File: src/rtl/fetch_unit.sv
// Instruction fetch unit: PC register, next-PC select, RUN/STALL/HALT control.
// Ports: clk, reset (sync, active-high), stall, branchTaken, branchOffset,
//   jump, jumpTarget, instructionIn -> pcOut, pcPlus4, halted,
//   retiredCount, fault. Macro PC_RANGE_TRAP_EN enables the PC range trap.
module fetch_unit #(
  parameter logic [31:0] RESET_PC  = 32'h0000_0000,
  parameter int unsigned MEM_BYTES = 128,
  parameter logic [31:0] HALT_WORD = 32'h0000_000C
) (
  input  logic        clk,
  input  logic        reset,
  input  logic        stall,
  input  logic        branchTaken,
  input  logic [15:0] branchOffset,
  input  logic        jump,
  input  logic [25:0] jumpTarget,
  input  logic [31:0] instructionIn,
  output logic [31:0] pcOut,
  output logic [31:0] pcPlus4,
  output logic        halted,
  output logic [31:0] retiredCount,
  output logic        fault
);

`ifdef PC_RANGE_TRAP_EN
  localparam bit trap_en = 1'b1;
`else
  localparam bit trap_en = 1'b0;
`endif

  typedef enum logic [1:0] {
    RUN,
    STALL,
    HALT
  } state_t;

  state_t      state;
  logic [31:0] pc;
  logic [31:0] pc_next;
  logic [31:0] br_disp;
  logic        pc_bad;
  logic        halted_q;
  logic        fault_q;
  logic [31:0] count;

  assign pcPlus4 = pc + 32'd4;

  // Word offset sign-extended and scaled to bytes.
  assign br_disp = {{14{branchOffset[15]}}, branchOffset, 2'b00};

  always_comb begin
    pc_next = pcPlus4;
    if (jump)
      pc_next = {pcPlus4[31:28], jumpTarget, 2'b00};
    else if (branchTaken)
      pc_next = pcPlus4 + br_disp;
  end

  assign pc_bad = (pc_next >= 32'(MEM_BYTES)) ||
                  (pc_next[1:0] != 2'b00);

  always_ff @(posedge clk) begin
    if (reset) begin
      state    <= RUN;
      pc       <= RESET_PC;
      halted_q <= 1'b0;
      fault_q  <= 1'b0;
      count    <= 32'd0;
    end else begin
      unique case (state)
        HALT: begin
          state <= HALT;
        end
        default: begin
          if (stall) begin
            state <= STALL;
          end else if (instructionIn == HALT_WORD) begin
            state    <= HALT;
            halted_q <= 1'b1;
          end else if (trap_en && pc_bad) begin
            // Illegal target is never loaded; PC stays on the offender.
            state    <= HALT;
            halted_q <= 1'b1;
            fault_q  <= 1'b1;
          end else begin
            state <= RUN;
            pc    <= pc_next;
            count <= count + 32'd1;
          end
        end
      endcase
    end
  end

  assign pcOut        = pc;
  assign halted       = halted_q;
  assign retiredCount = count;
  assign fault        = fault_q;

endmodule

File: config.mk
export PLATFORM = sky130hd
export DESIGN_NAME = fetch_unit
export DESIGN_NICKNAME = d
export VERILOG_FILES = /design/src/rtl/fetch_unit.sv
export SDC_FILE = /design/constraint.sdc
export NUM_CORES = 1
export LEC_CHECK = 0
export BUFFER_PORTS_ARGS = -buffer_cell sky130_fd_sc_hd__buf_2
export CORE_MARGIN = 4
export CORE_UTILIZATION = 50
export DETAILED_ROUTE_END_ITERATION = 10
export GPL_ROUTABILITY_DRIVEN = 0
export HOLD_SLACK_MARGIN = 0.15
export PLACE_DENSITY = 0.9
export SETUP_SLACK_MARGIN = 0.1
export SLEW_MARGIN = 20
export SYNTH_ARGS = -nofsm -noshare
export SYNTH_HDL_FRONTEND = slang
export SYNTH_SLANG_ARGS = --single-unit
File: constraint.sdc
create_clock -name clk -period 4.9 [get_ports clk]
set_input_delay 0.49 -clock clk [delete_from_list [all_inputs] [get_ports clk]]
set_output_delay 0.49 -clock clk [all_outputs]
set_load 0.1 [all_outputs]
==> metrics.cfg, run 1 <==
[status]
outcome = completed

[finish]
nNetsFinal = 974
multi_input_area_um2 = 4200
regArea_um2 = 1340
final_util = 0.660
nFillCells = 885
syn2layout_area_growth_pct = 27.3
drive_above_1_share = 0.292

[sta]
final_hold_viol_count = 0
setup_violations = 0
tightest_slew_ns = 0.811
rsz0062_at_grt = false
fin_crit_sh = 0.876
fmax_mhz = 233
max-slew-margin-rel = 0.459
slew_violations = 0
holdWs_ns = 0.439
finalCriticalPeriod_ns = 4.29
setup_tns_ns = 0
skew_ns = 0.0158

[logic_synthesis]
synth_edf_count = 0
ys_top_cells_by_area = dfxtp_1 24%, ha_1 8.6%, xor2_1 6.6%
synth_top_family_by_area = simple AND/OR/NAND/NOR gates
synth-simple-area-share = 0.259
synth_seq_cells = 65
yosysTopAreaCell = dfxtp_1
synth_cell_types = 74
netlist_area_um2 = 5400
async_reset_ff_frac = 0
synth.mux.area_fraction = 0.0188
synth.most_common_cell = nand2_1
yosys.area.top_type_share = 0.241
syn-instance-count = 703
synth_commonest_cells = 72 x nand2_1, 70 x nor2_1, 65 x dfxtp_1, 56 x a21oi_1, 41 x xor2_1
synthAdderAreaFrac = 0.0894
yosys_warnings = 0
synth_area_per_cell_um2 = 7.68
synthFlopType = dfxtp_1
synth_compound_area_frac = 0.220
synthXorXnorAreaFrac = 0.126
ys_seq_area_frac = 0.241

[cts]
numCtsBuffers = 9
postCtsHoldBufs = 0
cts_sinks = 65
cts_tree = built
clk_latency_ns = 0.34
ctsResizeCount = 0
post_cts_buffers = 0
clk_pin_slew_ns = 0.08
root_buffer = clkbuf_8
htreeDepth = 3
cts.path.max_buffers = 2

[routing]
ant_nets = 0
wirelength_um = 17100
drc = 0
drt_iter0_drc = 489
vias_per_cell = 5.87
wl_per_cell_um = 17.1
first_pass_iters = 5
vias = 5865

[global_routing]
track_usage = 0.264
antenna_found_initial = 1
grt_pass1_wl_um = 27500
grt_pass1_vias = 5571
grt_start_max_net_pins = 44
overflow = 0

[die]
row_count = 37
dieArea_um2 = 12500
start_util = 0.519
io_pins = 177
die_h_um = 112
die_x_um = 112
coreArea_um2 = 10400

[worst_setup_path]
cp.required_ns = 5.13
worst_setup_path_end_kind = register
crit_fanout = 7
start_kind = register
crit_arrival_ns = 4.52
crit_type = register to register

[pwr]
powerDensity_nw_per_um2 = 279
leakage_uw = 0.00323
ir_worst_vdd_v = 0.000222

[worst_hold_path]
worst_hold_path_type = input port to register

[flow_run]
cap_viol_max_count = 0

[place]
io_buffers = 171
hpwlAfterDp_um = 13200

[cells in the final DEF (no fill, tap or decap), drive strengths merged, types with 5 or more instances in the layout]
cell type	Yosys	routed
a211oi	8	8
a21o	19	19
a21oi	56	56
and3	23	23
and4	6	6
buf	11	175
clkbuf	25	10
conb	1	5
dfxtp	65	65
ha	37	37
inv	12	16
mux2i	9	9
nand2	72	72
nand2b	7	7
nand3	32	32
nand4	11	11
nor2	71	71
nor3	22	22
nor4	10	10
o211ai	16	16
o21ai	40	40
o21bai	6	6
or3	6	6
xnor2	37	37
xor2	41	41
[per-layer routing]
metal	up-vias	routed length [um]	track usage
li1	2837	-	-
met1	2710	6980	0.347
met2	280	7980	0.432
met3	38	1640	0.0576
met4	0	492	0.0857
met5	-	0	0
[worst paths after layout]
| check | start | endpoint | slack (ns) | cells after the start |
|---|---|---|---|---|
| worst min register to register | halted | halted | 0.49 | 2 |
| worst max-delay path | pcOut[2] | pcOut[31] | 0.61 | 16 |
| worst max register to register | pcOut[2] | pcOut[31] | 0.61 | 16 |
| worst min-delay path | stall | state[0] | 0.44 | 3 |
[report_power, final]
group | total (uW) | switching [uW] | internal, uW
logic | 809 | 589 | 220
registers | 592 | 41.3 | 551
clock network | 517 | 240 | 277
[cells by family after synthesis]
logic type | Yosys count
AND/OR/NAND/NOR | 281
XOR/XNOR | 78
flip-flops | 65
multiplexers | 10
adder cells (fa/ha/maj) | 38
other | 1
buffers and inverters | 50
AO/OA/AOI/OAI | 180
[critical path: stages (launching register included)]
cell and delay [ns]:
dfxtp_4 0.38, ha_1 0.20, nand4_1 0.16, nor2_1 0.30, and2_1 0.26, nand3_1 0.20, xnor2_4 0.21, ha_1 0.38
a21o_1 0.21, o21bai_1 0.18, a211oi_2 0.26, o21ai_1 0.14, a2111oi_4 0.32, nor3_1 0.10, or3b_1 0.38, mux2i_1 0.17
mux2_1 0.33
[area by class of cell]
type	instances	share of cell area
Clock inverter	6	0.0113
Timing Repair Buffer	175	0.129
Clock buffer	10	0.0217
Inverter	14	0.00764
Multi-Input combinational cell	592	0.610
Antenna cell	1	0.000364
Tap cell	136	0.0248
Sequential cell	65	0.195
[flip-flops by register name, indices dropped and copies added (netlist names)]
name	count
retiredCount	32
halted	1
pcOut	30
state	2
[metrics by stage]
stage / cell area, um2 / instances / setup WS (ns) / total power (uW)
floorplan: 5770 / 707 / 0.132 / 1250
global placement: 6650 / 982 / 0.732 / 1400
detailed placement: 6650 / 982 / 0.653 / 1400
CTS: 6870 / 998 / 0.622 / 1920
global route: 6870 / 999 / 0.325 / 2010
finish: 6870 / 999 / 0.607 / 1920
Note: power is estimated with default switching activity, not from simulation.
==> run 2, diff against run 1 <==
--- a/config.mk
+++ b/config.mk
@@ -11,7 +11,7 @@
 export DETAILED_ROUTE_END_ITERATION = 10
 export GPL_ROUTABILITY_DRIVEN = 0
 export HOLD_SLACK_MARGIN = 0.15
-export PLACE_DENSITY = 0.9
+export PLACE_DENSITY = 0.79
 export SETUP_SLACK_MARGIN = 0.1
 export SLEW_MARGIN = 20
 export SYNTH_ARGS = -nofsm -noshare
==> run 2 against run 1 <==
Against the previous run:
- utilization shrank 0.060 points
- final cell count grew 0.20%
- critical path depth is the same
- maximum frequency shrank 0.42%
- global-route usage grew 0.45 points
- flip-flop and latch count is the same
- sequential power is essentially flat
- critical endpoint unchanged
- largest cell class unchanged
==> metrics.cfg, run 2 (synthesis gave the netlist of run 1 again) <==
[flow_run]
cap_viol_max_count = 0

[worst_setup_path]
worst_setup_path_end_kind = register
ff2ff_setup_slack_ns = 0.59
reg2reg_depth = 16
crit_fanout = 7
crit_arrival_ns = 4.55
reg2reg_to = pcOut[31]
crit_type = register to register
r2r-start = pcOut[2]
start_kind = register
cp.required_ns = 5.13

[global_routing]
grt_pass1_wl_um = 27900
track_usage = 0.269
overflow = 0
grt_pass1_vias = 5746
antenna_found_initial = 1
grt_start_max_net_pins = 49

[worst_hold_path]
hold_end = state[0]
min_path_cells = 3
holdCritStartpoint = stall
worst_hold_path_type = input port to register

[routing]
drt_iter0_drc = 395
wirelength_um = 17500
vias_per_cell = 5.95
drc = 0
vias = 5955
wl_per_cell_um = 17.5
first_pass_iters = 5
ant_nets = 0

[cts]
cts.path.max_buffers = 2
htreeDepth = 3
numCtsBuffers = 9
cts_sinks = 65
postCtsHoldBufs = 0
clk_latency_ns = 0.34
post_cts_buffers = 0
ctsResizeCount = 0
root_buffer = clkbuf_8
cts_tree = built
clk_pin_slew_ns = 0.08

[finish]
largest_reg_flops = 32
layout_commonest_cell = buf_2
syn2layout_area_growth_pct = 27.1
multi_input_area_um2 = 4200
layout_common_cells = 171 x buf_2, 72 x nand2_1, 70 x nor2_1, 56 x a21oi_1, 46 x dfxtp_1
nNetsFinal = 976
fin_area_um2 = 6870
nFillCells = 928
drive_above_1_share = 0.294
regArea_um2 = 1340

[sta]
slew_violations = 0
tightest_slew_ns = 0.865
fmax_mhz = 232
setup_tns_ns = 0
setup_violations = 0
finalCriticalPeriod_ns = 4.31
rsz0062_at_grt = false
fin_crit_sh = 0.880
max-slew-margin-rel = 0.423
skew_ns = 0.0154
worst_slack_ns = 0.588
final_hold_viol_count = 0

[pwr]
powerDensity_nw_per_um2 = 275
ir_worst_vdd_v = 0.000208
total_power_uw = 1890
leakage_uw = 0.00323

[die]
row_count = 37
die_x_um = 112
coreArea_um2 = 10400
dieArea_um2 = 12500
io_pins = 177
start_util = 0.519
die_h_um = 112

[place]
hpwlAfterDp_um = 13800
place_area_um2 = 6660
dp_slack_ns = 0.661
io_buffers = 171

[status]
outcome = completed

==> run 2: cell types whose count changed in the layout (fill, tap and decap cells not counted) <==
cell,before,now
buf_4,4,6
clkbuf_16,1,0
inv_4,0,1
inv_6,2,3
inv_8,2,1
==> run 2: area by class of cell <==
type,instances,share of cell area
multi-input combinational,592,0.611
sequential,65,0.195
timing repair buffer,177,0.131
tap,136,0.0248
clock buffer,9,0.0180
clock inverter,7,0.0118
inverter,14,0.00765
antenna,1,0.000364
==> run 2: worst max path at each step <==
| stage | end | cells past startpoint | from | slack, ns |
|---|---|---|---|---|
| floorplan | pcOut[31] | 16 | pcOut[2] | 0.13 |
| global placement | pcOut[31] | 16 | pcOut[2] | 0.70 |
| detailed placement | pcOut[31] | 16 | pcOut[2] | 0.66 |
| CTS | pcOut[31] | 16 | pcOut[2] | 0.65 |
| global route | pcOut[31] | 16 | pcOut[2] | 0.29 |
| finish | pcOut[31] | 16 | pcOut[2] | 0.59 |
==> run 2: worst max-delay path, cell delays in order, from the launching register on <==
cell	delay, ns
dfxtp_4	0.38
ha_1	0.21
nand4_1	0.16
nor2_1	0.28
and2_1	0.26
nand3_1	0.20
xnor2_4	0.22
ha_1	0.38
a21o_1	0.21
o21bai_1	0.18
a211oi_2	0.27
o21ai_1	0.15
a2111oi_4	0.34
nor3_1	0.10
or3b_1	0.38
mux2i_1	0.17
mux2_1	0.33
==> run 2: per-layer routing <==
layer / track usage / part of all wire / vias to the layer above
met3: 0.0625 / 0.094 / 40
met1: 0.334 / 0.40 / 2811
met4: 0.0954 / 0.026 / 0
met2: 0.456 / 0.48 / 281
li1: - / - / 2823
met5: 0 / 0 / -
==> run 2: through the flow <==
step | utilization | instances | hold WS [ns]
4_1_cts | 0.659 | 1000 | 0.425
6_report | 0.659 | 1001 | 0.439
2_1_floorplan | - | 707 | 0.494
3_3_place_gp | 0.639 | 984 | 0.453
3_5_place_dp | 0.639 | 984 | 0.464
5_1_grt | 0.659 | 1001 | 0.444
==> run 2: power breakdown <==
part           total (uW)  leakage [uW]  switching [uW]  internal, uW
logic                 815       0.00259             594           221
registers             592      0.000539            40.7           551
clock network         482      0.000103             238           244
